File: src/rtl/pwm_pkg.sv
// Shared defaults and the ramp state encoding for the PWM duty ramp controller.
package pwm_pkg;

    localparam int COUNTER_BITS_DEF = 8;
    localparam int TIMER_BITS_DEF   = 4;
    localparam int DWELL_BITS_DEF   = 8;
    localparam int DUTY_MAX         = 2 ** COUNTER_BITS_DEF;

    typedef enum logic [1:0] {
        IDLE      = 2'd0,
        RAMP_UP   = 2'd1,
        RAMP_DOWN = 2'd2
    } ramp_state_t;

endpackage

File: src/rtl/period_dwell_counter.sv
// Counts PWM period wraps and flags the wrap on which the programmed dwell is reached.
module period_dwell_counter #(
    parameter int WIDTH = 8
) (
    input  logic             clk,
    input  logic             rst,
    input  logic             clr,
    input  logic             tick,
    input  logic [WIDTH-1:0] limit,
    output logic             hit
);

    logic [WIDTH-1:0] count_reg;
    logic [WIDTH-1:0] count_next;
    logic [WIDTH:0]   count_inc;

    // One extra bit so a full-scale limit never wraps the comparison.
    assign count_inc = {1'b0, count_reg} + {{WIDTH{1'b0}}, 1'b1};
    assign hit       = tick && !clr && (count_inc >= {1'b0, limit});

    always_comb begin
        count_next = count_reg;
        if (clr || hit) begin
            count_next = '0;
        end else if (tick) begin
            count_next = count_inc[WIDTH-1:0];
        end
    end

    always_ff @(posedge clk) begin
        if (rst) begin
            count_reg <= '0;
        end else begin
            count_reg <= count_next;
        end
    end

endmodule

File: src/rtl/pwm_ramp_ctrl.sv
// Ramps the applied PWM duty toward a commanded target in saturating steps, one
// step per programmed number of PWM periods, and applies a new prescaler value.
module pwm_ramp_ctrl
    import pwm_pkg::*;
#(
    parameter int COUNTER_BITS = COUNTER_BITS_DEF,
    parameter int TIMER_BITS   = TIMER_BITS_DEF,
    parameter int DWELL_BITS   = DWELL_BITS_DEF
) (
    input  logic                    clk,
    input  logic                    rst,
    input  logic                    cmd_valid,
    output logic                    cmd_ready,
    input  logic [COUNTER_BITS:0]   cmd_duty,
    input  logic [COUNTER_BITS-1:0] cmd_step,
    input  logic [DWELL_BITS-1:0]   cmd_dwell,
    input  logic [TIMER_BITS-1:0]   cmd_prescale,
    input  logic                    period_wrap,
    input  logic                    abort,
    output logic [COUNTER_BITS:0]   duty,
    output logic [TIMER_BITS-1:0]   final_value,
    output logic                    busy,
    output logic                    done
);

    localparam int DW = COUNTER_BITS + 1;
    localparam int AW = COUNTER_BITS + 2;
    localparam logic [DW-1:0] FULL_SCALE = {1'b1, {COUNTER_BITS{1'b0}}};

    ramp_state_t             state_reg, state_next;
    logic [DW-1:0]           duty_reg, duty_next;
    logic [DW-1:0]           target_reg, target_next;
    logic [COUNTER_BITS-1:0] step_reg, step_next;
    logic [DWELL_BITS-1:0]   dwell_reg, dwell_next;
    logic [TIMER_BITS-1:0]   prescale_reg, prescale_next;
    logic                    pend_reg, pend_next;
    logic [TIMER_BITS-1:0]   final_value_reg, final_value_next;
    logic                    done_reg, done_next;

    logic                    accept;
    logic                    dwell_clr;
    logic                    dwell_hit;
    logic [DW-1:0]           cmd_target;
    logic [COUNTER_BITS-1:0] cmd_step_sat;
    logic [DWELL_BITS-1:0]   cmd_dwell_sat;
    logic [AW-1:0]           duty_w, target_w, step_w, up_sum, dn_floor;
    logic [DW-1:0]           up_val, dn_val;

    assign busy        = (state_reg != IDLE);
    assign cmd_ready   = (state_reg == IDLE) && !abort && !rst;
    assign accept      = cmd_valid && cmd_ready;
    assign duty        = duty_reg;
    assign final_value = final_value_reg;
    assign done        = done_reg;

    // Command sanitising: clamp the target to 100%, and treat zero step/dwell as one.
    assign cmd_target    = (cmd_duty > FULL_SCALE) ? FULL_SCALE : cmd_duty;
    assign cmd_step_sat  = (cmd_step == '0) ? COUNTER_BITS'(1) : cmd_step;
    assign cmd_dwell_sat = (cmd_dwell == '0) ? DWELL_BITS'(1) : cmd_dwell;

    // Two bits of headroom above the counter width keep both step directions exact.
    assign duty_w   = {1'b0, duty_reg};
    assign target_w = {1'b0, target_reg};
    assign step_w   = {2'b00, step_reg};
    assign up_sum   = duty_w + step_w;
    assign dn_floor = target_w + step_w;
    assign up_val   = (up_sum >= target_w) ? target_reg : DW'(up_sum);
    assign dn_val   = (duty_w >= dn_floor) ? DW'(duty_w - step_w) : target_reg;

    assign dwell_clr = abort || !busy;

    period_dwell_counter #(
        .WIDTH (DWELL_BITS)
    ) u_dwell (
        .clk   (clk),
        .rst   (rst),
        .clr   (dwell_clr),
        .tick  (period_wrap),
        .limit (dwell_reg),
        .hit   (dwell_hit)
    );

    always_comb begin
        state_next       = state_reg;
        duty_next        = duty_reg;
        target_next      = target_reg;
        step_next        = step_reg;
        dwell_next       = dwell_reg;
        prescale_next    = prescale_reg;
        pend_next        = pend_reg;
        final_value_next = final_value_reg;
        done_next        = 1'b0;

        if (abort) begin
            state_next = IDLE;
            duty_next  = '0;
            pend_next  = 1'b0;
        end else begin
            if (pend_reg && period_wrap) begin
                final_value_next = prescale_reg;
                pend_next        = 1'b0;
            end

            case (state_reg)
                IDLE: begin
                    if (accept) begin
                        target_next   = cmd_target;
                        step_next     = cmd_step_sat;
                        dwell_next    = cmd_dwell_sat;
                        prescale_next = cmd_prescale;
                        pend_next     = 1'b1;
                        if (cmd_target > duty_reg) begin
                            state_next = RAMP_UP;
                        end else if (cmd_target < duty_reg) begin
                            state_next = RAMP_DOWN;
                        end else begin
                            done_next = 1'b1;
                        end
                    end
                end
                RAMP_UP: begin
                    if (dwell_hit) begin
                        duty_next = up_val;
                        if (up_val == target_reg) begin
                            state_next = IDLE;
                            done_next  = 1'b1;
                        end
                    end
                end
                RAMP_DOWN: begin
                    if (dwell_hit) begin
                        duty_next = dn_val;
                        if (dn_val == target_reg) begin
                            state_next = IDLE;
                            done_next  = 1'b1;
                        end
                    end
                end
                default: begin
                    state_next = IDLE;
                end
            endcase
        end
    end

    always_ff @(posedge clk) begin
        if (rst) begin
            state_reg       <= IDLE;
            duty_reg        <= '0;
            target_reg      <= '0;
            step_reg        <= '0;
            dwell_reg       <= '0;
            prescale_reg    <= '0;
            pend_reg        <= 1'b0;
            final_value_reg <= '0;
            done_reg        <= 1'b0;
        end else begin
            state_reg       <= state_next;
            duty_reg        <= duty_next;
            target_reg      <= target_next;
            step_reg        <= step_next;
            dwell_reg       <= dwell_next;
            prescale_reg    <= prescale_next;
            pend_reg        <= pend_next;
            final_value_reg <= final_value_next;
            done_reg        <= done_next;
        end
    end

endmodule
File: config.mk
export PLATFORM = sky130hd
export DESIGN_NAME = pwm_ramp_ctrl
export DESIGN_NICKNAME = d
export VERILOG_FILES = /design/src/rtl/pwm_pkg.sv /design/src/rtl/period_dwell_counter.sv /design/src/rtl/pwm_ramp_ctrl.sv
export SDC_FILE = /design/constraint.sdc
export NUM_CORES = 1
export LEC_CHECK = 0
export ABC_AREA = 1
export CORE_MARGIN = 3
export CORE_UTILIZATION = 41
export DETAILED_ROUTE_END_ITERATION = 7
export MAX_ROUTING_LAYER = met4
export SLEW_MARGIN = 20
export SYNTH_ARGS = -nofsm -noshare
export SYNTH_HDL_FRONTEND = slang
export SYNTH_SLANG_ARGS = --single-unit
File: constraint.sdc
create_clock -name clk -period 4.9 [get_ports clk]
set_input_delay 1.225 -clock clk [delete_from_list [all_inputs] [get_ports clk]]
set_output_delay 1.225 -clock clk [all_outputs]
set_load 0.02 [all_outputs]
==> flow_summary.json, run 1 <==
{
  "port_buffers": 49,
  "detail_route.drc_violations": 0,
  "grt_overflow": 0,
  "run_status": "completed",
  "hold_viol": 0,
  "critical_path.cell_chain": "clkdlybuf4s50_1, nor2_1, inv_1, nor2_1, clkdlybuf4s50_1",
  "postLayoutCoreUtil_pct": 48.3,
  "p_leak_nw": 2.92,
  "max_freq_mhz": 243,
  "setup_tns_ns": 0,
  "synthMuxAreaShare_pct": 0,
  "path_class": "in2out",
  "crit_fanout": 5,
  "antenna_found_initial": 0,
  "tightest_slew_ns": 0.774,
  "die_h_microns": 118,
  "cts_root_buffer": "clkbuf_16",
  "avgSynthCellArea_sq_um": 6.69,
  "rsz0062_at_grt": "false",
  "via_count": 5102,
  "wire_per_inst_microns": 15.5,
  "cp_data_arrival_time_ns": 2.89,
  "num_rows": 40,
  "grt_max_degree": 52,
  "finalSetupViolations": 0,
  "first_iter_violations": 351,
  "ctsResizeCount": 0,
  "htree_levels": 2,
  "ys_seq_area_share_pct": 21.1,
  "fin_crit_sh_pct": 84.0,
  "post_cts_buffers": 0,
  "r2r_cells": 26,
  "finalMaxSlewViolations": 0,
  "clk_latency_ns": 0.29,
  "synth_area_sq_mm": 0.00513,
  "routed_via_density": 5.25,
  "drv_cap": 0,
  "clk_pin_slew_worst_paths_ns": 0.07,
  "yosysTopAreaCell": "dfxtp_1",
  "cts_hold_buffers": 0,
  "groute.usage.overall_pct": 22.3,
  "vdd_drop_max_v": 0.000175,
  "synthesis.nets": 868,
  "synth_fa_ha_area_share_pct": 16.8,
  "worst_slack_ns": 0.784,
  "cts.sinks": 54,
  "dpl-instance-area_sq_mm": 0.00571,
  "cts_tree": "built",
  "max_stage_delay_ns": 0.62,
  "hpwl_mm": 12.2,
  "synthToLayoutAreaGrowth_pct": 14.0,
  "power.density_mw_per_mm2": 228,
  "synth_edf_count": 0,
  "syn_inst": 767,
  "coreArea_sq_mm": 0.0121,
  "synthDistinctLibCells": 49,
  "drive_above_1_share_pct": 7.10,
  "die_w_microns": 118,
  "min_path_type": "reg2reg",
  "hold_depth": 2,
  "yosys_warnings": 0,
  "async_reset_ff_share_pct": 0,
  "synth_compound_area_share_pct": 17.2,
  "grt_pass1_wl_mm": 24.8,
  "initial_core_util_pct": 42.4,
  "ant_nets": 0,
  "cts_buffer_depth": 2,
  "synth_top_family_by_area": "simple AND/OR/NAND/NOR gates",
  "fill_cells": 1283,
  "fin_area_sq_mm": 0.00585,
  "synth_top_area_share_pct": 21.1,
  "grt_pass1_vias": 4950,
  "post-route-min-period_ns": 4.12,
  "cts_inserted_buffers": 5,
  "drt_first_pass_iters": 4,
  "synth_area_leaders": "dfxtp_1, ha_1, nand2_1, inv_1, a21oi_1",
  "slew_headroom_pct": 48.0,
  "nets": 904,
  "antennaDiodeCount": 0,
  "synth-seq-cells": 54,
  "skew_ns": 0.00473,
  "routed_wl_mm": 15.1,
  "cp.required_ns": 3.67,
  "start_kind": "input pin",
  "finalPower_mw": 1.33,
  "cpMaxStageDelayCell": "clkdlybuf4s50_1",
  "detailedPlace.worstSlack_ns": 0.779,
  "ios": 50,
  "synth-simple-area-share_pct": 29.6,
  "final_cell_mix": "nand2_1, inv_1, ha_1",
  "die_area_sq_mm": 0.0139,
  "synthXorXnorAreaFrac_pct": 3.39,
  "layout_commonest_cell": "nand2_1",
  "synth_top_flop_cell": "dfxtp_1",
  "worst_setup_path_end_kind": "primary output",
  "gp_congestion": 0.959
}
-- per-stage QoR --
step,hold slack (ns),cells
floorplan,0.435,767
global route,0.497,971
global placement,0.454,964
finish,0.471,971
CTS,0.474,971
detailed placement,0.464,964
-- metal layers --
layer  wire length (microns)  track usage (%)  vias up
met5                       0                -        -
met4                     279             5.86        0
met3                     640             2.40       22
met2                    6940             36.1      134
met1                    7210             29.9     2345
li1                        -                -     2601
-- layout make-up --
class                           count  area [sq um]  share of cell area (%)
Clock buffer                        5           125                    2.14
Tap cell                          168           210                    3.59
Timing Repair Buffer               52           513                    8.77
Inverter                          126           473                    8.08
Sequential cell                    54          1080                    18.5
Multi-Input combinational cell    564          3440                    58.7
Clock inverter                      2          13.8                   0.235
-- synth_stat cells, types with 3 or more instances --
master and n:
a211oi_1 11, a21o_1 3, a21oi_1 59, buf_2 5, buf_4 3, buf_6 3
clkbuf_1 10, clkinv_1 3, dfxtp_1 54, fa_1 3, ha_1 64, inv_1 113
inv_2 10, nand2_1 152, nand2_2 13, nand2_4 3, nand3_1 29, nand3_2 3
nand4_1 42, nor2_1 60, nor2_2 4, nor3_1 8, o211ai_1 8, o21ai_0 44
o21ai_1 14, xnor2_1 4, xor2_1 14
-- cells by family (layout without fill, tap and decap cells) --
| group | after synthesis | in the layout |
|---|---|---|
| simple gates | 324 | 324 |
| buf+inv | 149 | 185 |
| flops | 54 | 54 |
| fa+ha+maj | 67 | 67 |
| compound gates | 154 | 154 |
| xor+xnor | 19 | 19 |
-- where the power goes --
group          leakage, nW  internal [mW]  total, mW  switching, mW
Clock               0.0701          0.188      0.352          0.164
Sequential           0.439          0.455      0.474         0.0188
Combinational         2.41          0.178      0.506          0.328
-- worst max-delay path, delay by kind of cell --
family	cells	cell delay [ns]
and+or+nand+nor	2	0.46
buffers and inverters	3	1.20
-- final timing paths --
check	slack [ns]	end	startpoint
setup / recovery	0.78	cmd_ready	rst
hold / removal	0.47	dwell_reg[5]	dwell_reg[5]
setup reg to reg	0.79	state_reg[1]	target_reg[0]
hold reg to reg	0.47	dwell_reg[5]	dwell_reg[5]
(Power assumes the default switching activity.)
==> inputs of run 2 (changes only) <==
==> constraint.sdc (replaced) <==
create_clock -name clk -period 3.6 [get_ports clk]
set_input_delay 0.9 -clock clk [delete_from_list [all_inputs] [get_ports clk]]
set_output_delay 0.9 -clock clk [all_outputs]
set_load 0.02 [all_outputs]
==> run 2 against run 1 <==
Final cell count grew 4.3%; clock skew is essentially flat; count of clock-buffer cells in the layout unchanged.
==> flow_summary.json, run 2 (synthesis gave the netlist of run 1 again) <==
{
  "clk_pin_slew_worst_paths_ns": 0.08,
  "post-route-min-period_ns": 3.38,
  "cts_tree": "built",
  "nets": 945,
  "ant_nets": 0,
  "skew_ns": 0.00445,
  "wl_met2_mm": 7.20,
  "whs_ns": 0.471,
  "groute.usage.overall_pct": 22.5,
  "min_path_type": "reg2reg",
  "cp_data_arrival_time_ns": 3.58,
  "r2r-start": "step_reg[0]",
  "max_stage_delay_ns": 0.39,
  "dp_cells": 1001,
  "wl_met1_mm": 7.37,
  "detailedPlace.worstSlack_ns": -0.0529,
  "p_comb_share_pct": 39.7,
  "finalSetupViolations": 0,
  "cts.sinks": 54,
  "antenna_found_initial": 0,
  "initial_core_util_pct": 42.4,
  "min-delay-start": "dwell_reg[1]",
  "path_class": "reg2reg",
  "min_to": "dwell_reg[1]",
  "crit_fanout": 4,
  "antennaDiodeCount": 0,
  "finalPower_mw": 2.02,
  "wl_met3_microns": 748,
  "p_int_mw": 1.28,
  "final_cells": 1013,
  "setup_tns_ns": 0,
  "first_iter_violations": 370,
  "slew_headroom_pct": 51.3,
  "vdd_drop_max_v": 0.000266,
  "die_area_sq_mm": 0.0139,
  "start_kind": "flop",
  "fin_crit_sh_pct": 93.8,
  "port_buffers": 49,
  "cts_inserted_buffers": 5,
  "cts_root_buffer": "clkbuf_16",
  "detail_route.drc_violations": 0,
  "seq_power_share_pct": 31.7,
  "clk_latency_ns": 0.30,
  "hold_viol": 0,
  "final_cell_mix": "nand2_1, inv_1, a21oi_1, ha_1, nor2_1",
  "grt_max_degree": 52,
  "cpMostUsedCell": "nand2_1",
  "tightest_slew_ns": 0.730,
  "finalMaxSlewViolations": 0,
  "die_w_microns": 118,
  "routed_via_density": 5.21,
  "synthToLayoutAreaGrowth_pct": 24.3,
  "htree_levels": 2,
  "layout_commonest_cell": "nand2_1",
  "run_status": "completed",
  "cts_buffer_depth": 2,
  "grt_overflow": 0,
  "p_clk_share_pct": 28.6,
  "cpMaxStageDelayCell": "fa_2",
  "swShare_pct": 36.9,
  "p_sw_uw": 746,
  "via_count": 5273,
  "grt_pass1_vias": 4980,
  "cp.required_ns": 3.80,
  "drt_first_pass_iters": 5,
  "highest_layer": "met4",
  "routed_wl_mm": 15.6,
  "gp_congestion": 0.956,
  "die_h_microns": 118,
  "wire_per_inst_microns": 15.4,
  "max_freq_mhz": 296,
  "hpwl_mm": 12.6,
  "ios": 50,
  "hold_depth": 2,
  "grt_pass1_wl_mm": 24.8,
  "r2r_cells": 25,
  "coreArea_sq_mm": 0.0121,
  "power.density_mw_per_mm2": 317,
  "worst_slack_ns": 0.224,
  "worst_setup_path_end_kind": "flop",
  "r2r_slack_ns": 0.22,
  "num_rows": 40,
  "rr_endpoint": "state_reg[1]",
  "p_leak_nw": 3.15,
  "drive_above_1_share_pct": 15.4,
  "drv_cap": 0
}
==> run 2: how the worst max path moves through the flow <==
stage,from,endpoint,slack (ns),cells past startpoint
6_report,step_reg[0],state_reg[1],0.22,25
5_1_grt,step_reg[4],state_reg[1],-0.02,27
4_1_cts,duty[1],state_reg[1],0.05,26
3_5_place_dp,cmd_duty[0],state_reg[0],-0.05,24
3_3_place_gp,cmd_duty[0],state_reg[0],0.06,24
2_1_floorplan,target_reg[0],state_reg[0],0.25,27
==> run 2: power by group through the flow <==
stage                     clock network [mW]  registers [mW]  logic [mW]
after CTS                              0.596           0.639       0.748
after global placement                     0           0.653       0.736
after floorplan                            0           0.649       0.519
after detailed placement                   0           0.653       0.745
after global routing                   0.610           0.644       0.893
final                                  0.578           0.642       0.803
==> run 2: final cells by class <==
class                   count  area, sq um
inverters                 126          473
repair buffers             91          831
clock buffers               5          125
clock inverters             3         47.5
multi-input cells         566         3600
well taps                 168          210
fillers                  1251         5730
flip-flops and latches     54         1090
==> run 2: per-layer routing <==
layer | GRT usage (%) | vias to the layer above
met5 | - | -
met2 | 36.2 | 151
li1 | - | 2694
met3 | 2.45 | 17
met4 | 5.79 | 0
met1 | 30.2 | 2411
==> run 2: critical path: cells and delay by family (launching register included) <==
family	cells	cell delay [ns]
compound gates	1	0.15
fa+ha+maj	3	0.89
buf+inv	2	0.22
flops	1	0.33
simple gates	19	1.68
==> run 2: per-stage QoR <==
step | util, % | area (sq um)
finish | 52.7 | 6380
CTS | 51.1 | 6190
global route | 52.7 | 6380
floorplan | - | 5130
global placement | 49.7 | 6020
detailed placement | 49.7 | 6020
==> run 2: what timing repair did <==
item                       in CTS  in global routing
hold buffers                    0                  0
buffers inserted                0                  2
resized for setup               0                 43
setup endpoints to repair       0                 11
